**src/rtl/io_out_queue_pkg.sv**
```systemverilog
// Shared sizing for the IO-side output buffers: default geometry and pointer width helper.
package io_out_queue_pkg;

  localparam int DEFAULT_WIDTH = 8;
  localparam int DEFAULT_DEPTH = 4;

  // Pointers carry one extra wrap bit above the index so full and empty can be told apart.
  function automatic int ptr_w(input int depth);
    return $clog2(depth) + 1;
  endfunction

  typedef logic [ptr_w(DEFAULT_DEPTH)-1:0] ptr_t;

endpackage

```
**src/rtl/veryl_Decoupled.sv**
```systemverilog
// Decoupled valid/ready channel: the sender drives valid and bits, the receiver drives ready.
interface veryl_Decoupled #(
  parameter int WIDTH = 8
);
  logic             valid;
  logic             ready;
  logic [WIDTH-1:0] bits;

  modport sender   (output valid, output bits, input ready);
  modport receiver (input valid, input bits, output ready);
endinterface

```
**src/rtl/io_out_queue_mem.sv**
```systemverilog
// Queue storage: DEPTH x WIDTH registers, one write port and one asynchronous read port.
module io_out_queue_mem
  import io_out_queue_pkg::*;
#(
  parameter int WIDTH = DEFAULT_WIDTH,
  parameter int DEPTH = DEFAULT_DEPTH,
  parameter int AW    = $clog2(DEPTH)
) (
  input  logic             i_clk,
  input  logic             we,
  input  logic [AW-1:0]    waddr,
  input  logic [WIDTH-1:0] wdata,
  input  logic [AW-1:0]    raddr,
  output logic [WIDTH-1:0] rdata
);

  logic [WIDTH-1:0] mem [DEPTH];

  always_ff @(posedge i_clk) begin
    if (we) mem[waddr] <= wdata;
  end

  assign rdata = mem[raddr];

endmodule

```
**src/rtl/io_out_queue.sv**
```systemverilog
// Elastic FIFO between the IO-write path and an output peripheral's Decoupled receiver.
// Define IO_OUT_QUEUE_BYPASS_EN to let a word pass straight through when the queue is empty.
module io_out_queue
  import io_out_queue_pkg::*;
#(
  parameter int WIDTH = DEFAULT_WIDTH,
  parameter int DEPTH = DEFAULT_DEPTH
) (
  input  logic                   i_clk,
  input  logic                   i_rst,
  veryl_Decoupled.receiver       if_din,
  veryl_Decoupled.sender         if_dout,
  output logic [$clog2(DEPTH):0] o_count,
  output logic                   o_full,
  output logic                   o_empty
);

  localparam int PW = ptr_w(DEPTH);
  localparam int AW = PW - 1;
  localparam logic [PW-1:0] ONE = PW'(1);

  logic [PW-1:0]    wr_ptr;
  logic [PW-1:0]    rd_ptr;
  logic [PW-1:0]    count;
  logic [WIDTH-1:0] rdata;
  logic             full;
  logic             empty;
  logic             push;
  logic             pop;

  assign empty = (wr_ptr == rd_ptr);
  assign full  = (wr_ptr[AW-1:0] == rd_ptr[AW-1:0]) && (wr_ptr[AW] != rd_ptr[AW]);

  // Ready depends only on occupancy, never on the downstream ready.
  assign if_din.ready = !full;
  assign pop          = !empty && if_dout.ready;

`ifdef IO_OUT_QUEUE_BYPASS_EN
  logic bypass;

  // A word that leaves in the same cycle it arrives at an empty queue is never stored.
  assign bypass        = empty && if_din.valid && if_dout.ready;
  assign push          = if_din.valid && !full && !bypass;
  assign if_dout.valid = empty ? if_din.valid : 1'b1;
  assign if_dout.bits  = empty ? if_din.bits : rdata;
`else
  assign push          = if_din.valid && !full;
  assign if_dout.valid = !empty;
  assign if_dout.bits  = empty ? '0 : rdata;
`endif

  always_ff @(posedge i_clk) begin
    if (i_rst) begin
      wr_ptr <= '0;
      rd_ptr <= '0;
      count  <= '0;
    end else begin
      if (push) wr_ptr <= wr_ptr + ONE;
      if (pop)  rd_ptr <= rd_ptr + ONE;
      case ({push, pop})
        2'b10:   count <= count + ONE;
        2'b01:   count <= count - ONE;
        default: count <= count;
      endcase
    end
  end

  io_out_queue_mem #(
    .WIDTH (WIDTH),
    .DEPTH (DEPTH),
    .AW    (AW)
  ) u_mem (
    .i_clk (i_clk),
    .we    (push),
    .waddr (wr_ptr[AW-1:0]),
    .wdata (if_din.bits),
    .raddr (rd_ptr[AW-1:0]),
    .rdata (rdata)
  );

  assign o_count = count;
  assign o_full  = full;
  assign o_empty = empty;

endmodule
```
**src/flat_wrapper.sv**
```systemverilog
// flat-port wrapper written by rule: the top's interface ports become plain ports
module io_out_queue_flat import io_out_queue_pkg::*;
#(
  parameter int WIDTH = DEFAULT_WIDTH,
  parameter int DEPTH = DEFAULT_DEPTH
)
  (i_clk, i_rst, o_count, o_full, o_empty, if_din_valid, if_din_bits, if_din_ready, if_dout_valid, if_dout_bits, if_dout_ready);
  veryl_Decoupled #(.WIDTH(WIDTH)) if_din_i ();
  veryl_Decoupled #(.WIDTH(WIDTH)) if_dout_i ();
  input  logic i_clk;
  input  logic i_rst;
  output logic [$clog2(DEPTH):0] o_count;
  output logic o_full;
  output logic o_empty;
  input wire logic [$bits(if_din_i.valid)-1:0] if_din_valid;
  input wire logic [$bits(if_din_i.bits)-1:0] if_din_bits;
  output wire logic [$bits(if_din_i.ready)-1:0] if_din_ready;
  output wire logic [$bits(if_dout_i.valid)-1:0] if_dout_valid;
  output wire logic [$bits(if_dout_i.bits)-1:0] if_dout_bits;
  input wire logic [$bits(if_dout_i.ready)-1:0] if_dout_ready;
  assign if_din_i.valid = if_din_valid;
  assign if_din_i.bits = if_din_bits;
  assign if_din_ready = if_din_i.ready;
  assign if_dout_valid = if_dout_i.valid;
  assign if_dout_bits = if_dout_i.bits;
  assign if_dout_i.ready = if_dout_ready;
  io_out_queue #(.WIDTH(WIDTH), .DEPTH(DEPTH)) u_core (.i_clk(i_clk), .i_rst(i_rst), .if_din(if_din_i), .if_dout(if_dout_i), .o_count(o_count), .o_full(o_full), .o_empty(o_empty));
endmodule
```
**config.mk**
```make
export PLATFORM = sky130hd
export DESIGN_NAME = io_out_queue_flat
export DESIGN_NICKNAME = d
export VERILOG_FILES = /design/src/rtl/io_out_queue_pkg.sv /design/src/rtl/veryl_Decoupled.sv /design/src/rtl/io_out_queue_mem.sv /design/src/rtl/io_out_queue.sv /design/src/flat_wrapper.sv
export SDC_FILE = /design/constraint.sdc
export NUM_CORES = 1
export LEC_CHECK = 0
export BUFFER_PORTS_ARGS = -buffer_cell sky130_fd_sc_hd__buf_2
export CORE_MARGIN = 2
export CORE_UTILIZATION = 40
export DETAILED_ROUTE_END_ITERATION = 10
export GPL_ROUTABILITY_DRIVEN = 0
export SETUP_SLACK_MARGIN = 0.05
export SLEW_MARGIN = 25
export SYNTH_ARGS = -nofsm -noshare
export SYNTH_HDL_FRONTEND = slang
export SYNTH_SLANG_ARGS = --single-unit
```
**constraint.sdc**
```tcl
create_clock -name i_clk -period 2.7 [get_ports i_clk]
set_input_delay 0 -clock i_clk [delete_from_list [all_inputs] [get_ports i_clk]]
set_output_delay 0 -clock i_clk [all_outputs]
set_load 0.005 [all_outputs]
```
==> results.md <==
- Kind of critical path: flop to flop
- Die height: 73.9 um
- Share of the synthesized area in the top cell type: 49.2%
- Count of cell types in the netlist: 31
- Post-route cell area: 2360 um2
- PostCTS Resize Cnt: 0
- Total GRT Usage: 14.6%
- Critical Path AT: 2.64 ns
- I/O pin count: 27
- Antenna diodes: 0
- Status: completed
- Hold EP: u_core.o_count[1]
- Multi-input gate area: 712 um2
- Fin worst setup slack: 0.278 ns
- Sw Share: 34.1%
- Initial antenna violation count: 0
- Slew Limit Fails: 0
- WL/cell: 14.6 um
- Worst Path Buf+Inv: 1
- Synth area leaders: edfxtp_1 49%, dfxtp_1 11%, mux4_2 9.2%
- Final setup vio count: 0
- Vias in the first global route: 1230
- Initial core utilization: 41.4%
- Avg Synthesized Cell Area: 13.9 um2
- Worst-Skew Late Latency: 0.29 ns
- FF+latch count, synth: 43
- Clk pin slew, worst setup/hold paths: 0.08 ns
- Lkg Pwr: 0.888 nW
- Worst hold path type: primary input to flop
- Reg power frac: 40.5%
- Fillcell total: 415
- Max incr delay on CP: 0.42 ns
- Synth Instances: 141
- Tcrit/Tclk final: 89.7%
- Pwr Density: 1040 nW/um2
- Setup crit start kind: flop
- Syn-to-layout area delta: 20.9%
- Total number of vias: 1290
- Unrepaired setup endpoints after global routing: no
- Max Fanout on Critical Path: 9
- CP required: 2.92 ns
- Clk buf depth: 2
- # nets final: 199
- Register Area: 1180 um2
- FP Rows: 25
- Internal Pwr Total: 1.62 mW
- Worst Hold Launch: i_rst
- Total Wirelength: 3630 um
- Clock sinks: 43
- Setup crit end kind: flop
- Max_cap viols: 0
- Die ar.: 5460 um2
- Fin util: 50.0%
- Peak VDD IR: 576 uV
- Delay-heaviest family, CP: simple AND/OR/NAND/NOR gates
- Setup TNS: 0 ns
- Post-synthesis sequential area ratio: 60.4%
- Slew @ Worst Pin: 0.554 ns
- Clock root buffer: clkbuf_8
- DPL Wire Length: 2580 um
- Clk network pwr share: 19.5%
- CP Cell Sequence: xnor2_2 > nand3_2 > nand2_1 > ha_1 > inv_1 > fa_1 > xor2_1 > or3_1 > a21oi_1
- Die span in x: 73.9 um
- Clk_skew: 0.00594 ns
- Non-Filler Instances: 248
- Relative slew slack: 63.0%
- First-iteration detailed-routing DRC count: 41
- Post-layout min period: 2.42 ns
- Fin Hold WS: 0.0449 ns
- Max Clock Freq: 413 MHz
- Leading area contributor after synthesis: edfxtp_1
- Total Power: 2.45 mW
- H-Tree Depth: 2
- Reg2reg setup slack: 0.28 ns
- R2R Path End: u_core.o_count[2]
- Area of the core: 4720 um2
- Inst Count DP: 232
- Placed cell area: 2170 um2
- Sw power: 0.835 mW
- Critical R2R Launch: u_core.wr_ptr[0]
- Largest net degree at the start of global routing: 14
- R2R depth: 9
- YS warnings: 0
- DP Worst Slack: 0.284 ns
- Number of port buffers: 26
- Congestion Overflow GR: 0
- DRC viols: 0
- Global-route wire length before repair: 5800 um
- Post-Syn Area: 1950 um2
- Final hold vios: 0
- Post-Syn Nets: 160
- Routed Antenna Nets: 0
- CTS tree: done
- Hold depth: 2
- Worst path slowest cell: xnor2_2
- Vias per cell: 5.20
- 1st-pass router iterations: 4
- Layout cells sized above 1: 26.5%
- Clock buffer count from CTS: 5
- Comb power frac: 40.0%
[registers in the layout, summed over array words and instances (netlist names), named ones only]
signal            flops
u_core.u_mem.mem     32
u_core.o_count        3
u_core.rd_ptr         3
u_core.wr_ptr         3
[placed cells by master (no fill, tap or decap), drive strengths merged, types with 5 or more instances in the layout]
cell type    instances
buf                 31
dlygate4sd3          8
xor2                 5
inv                  8
edfxtp              32
nand2                5
clkbuf               5
ha                   6
and3                 5
mux4                 8
nor2b               12
nand3                6
dfxtp               11
[synth_stat cells, drive strengths merged]
cell type,n
a211o,2
a211oi,1
a21oi,4
a31oi,4
a41oi,1
and3,5
buf,4
clkbuf,3
dfxtp,11
edfxtp,32
fa,1
ha,6
inv,8
mux4,8
nand2,5
nand3,6
nand4,4
nor2,3
nor2b,12
nor3,1
nor3b,4
o211ai,2
o21ai,4
or3,1
or4,1
xnor2,3
xor2,5
[layout make-up]
cell class / instances / share of cell area (%)
flip-flops and latches: 43 / 50.0
multi-input cells: 83 / 30.1
repair buffers: 39 / 10.5
well taps: 67 / 3.55
clock buffers: 5 / 2.91
clock inverters: 3 / 1.64
inverters: 8 / 1.27
[per-layer routing]
layer	GRT usage (%)	wire, um
met1	18.3	1610
met5	0	0
met2	24.1	1760
met4	5.45	52
met3	4.39	197
[timing repair]
action	in CTS	in global routing
endpoints found under the hold margin	32	0
setup buffers	0	0
hold buffers	8	0
[power by group through the flow]
stage                     Combinational [mW]  Sequential (mW)  Clock, mW
after floorplan                        0.676            0.928          0
after global placement                 0.966             1.00          0
after detailed placement               0.984             1.01          0
after CTS                              0.998            0.997      0.490
after global routing                    1.09             1.02      0.515
final                                  0.981            0.992      0.477
[worst max path at each step]
stage | endpoint | startpoint | slack [ns] | cells after the start
4_1_cts | u_core.o_count[2] | u_core.wr_ptr[0] | 0.27 | 9
3_5_place_dp | u_core.o_count[2] | u_core.wr_ptr[0] | 0.28 | 9
5_1_grt | u_core.o_count[2] | u_core.wr_ptr[0] | 0.07 | 9
3_3_place_gp | u_core.o_count[2] | u_core.wr_ptr[0] | 0.40 | 9
2_1_floorplan | u_core.o_count[2] | u_core.wr_ptr[0] | 0.31 | 10
6_report | u_core.o_count[2] | u_core.wr_ptr[0] | 0.28 | 9
[cells by family (layout without fill, tap and decap cells)]
family / Yosys count / after routing / share of synthesized area (%)
DFF: 43 / 43 / 60.4
and+or+nand+nor: 42 / 42 / 12.5
AOI/OAI and AO/OA: 18 / 18 / 5.83
buffers and inverters: 15 / 55 / 3.14
xor gates and xnor gates: 8 / 8 / 3.97
muxes: 8 / 8 / 9.22
adders and majority gates: 7 / 7 / 4.87
Power figures use the tool's default switching activity.
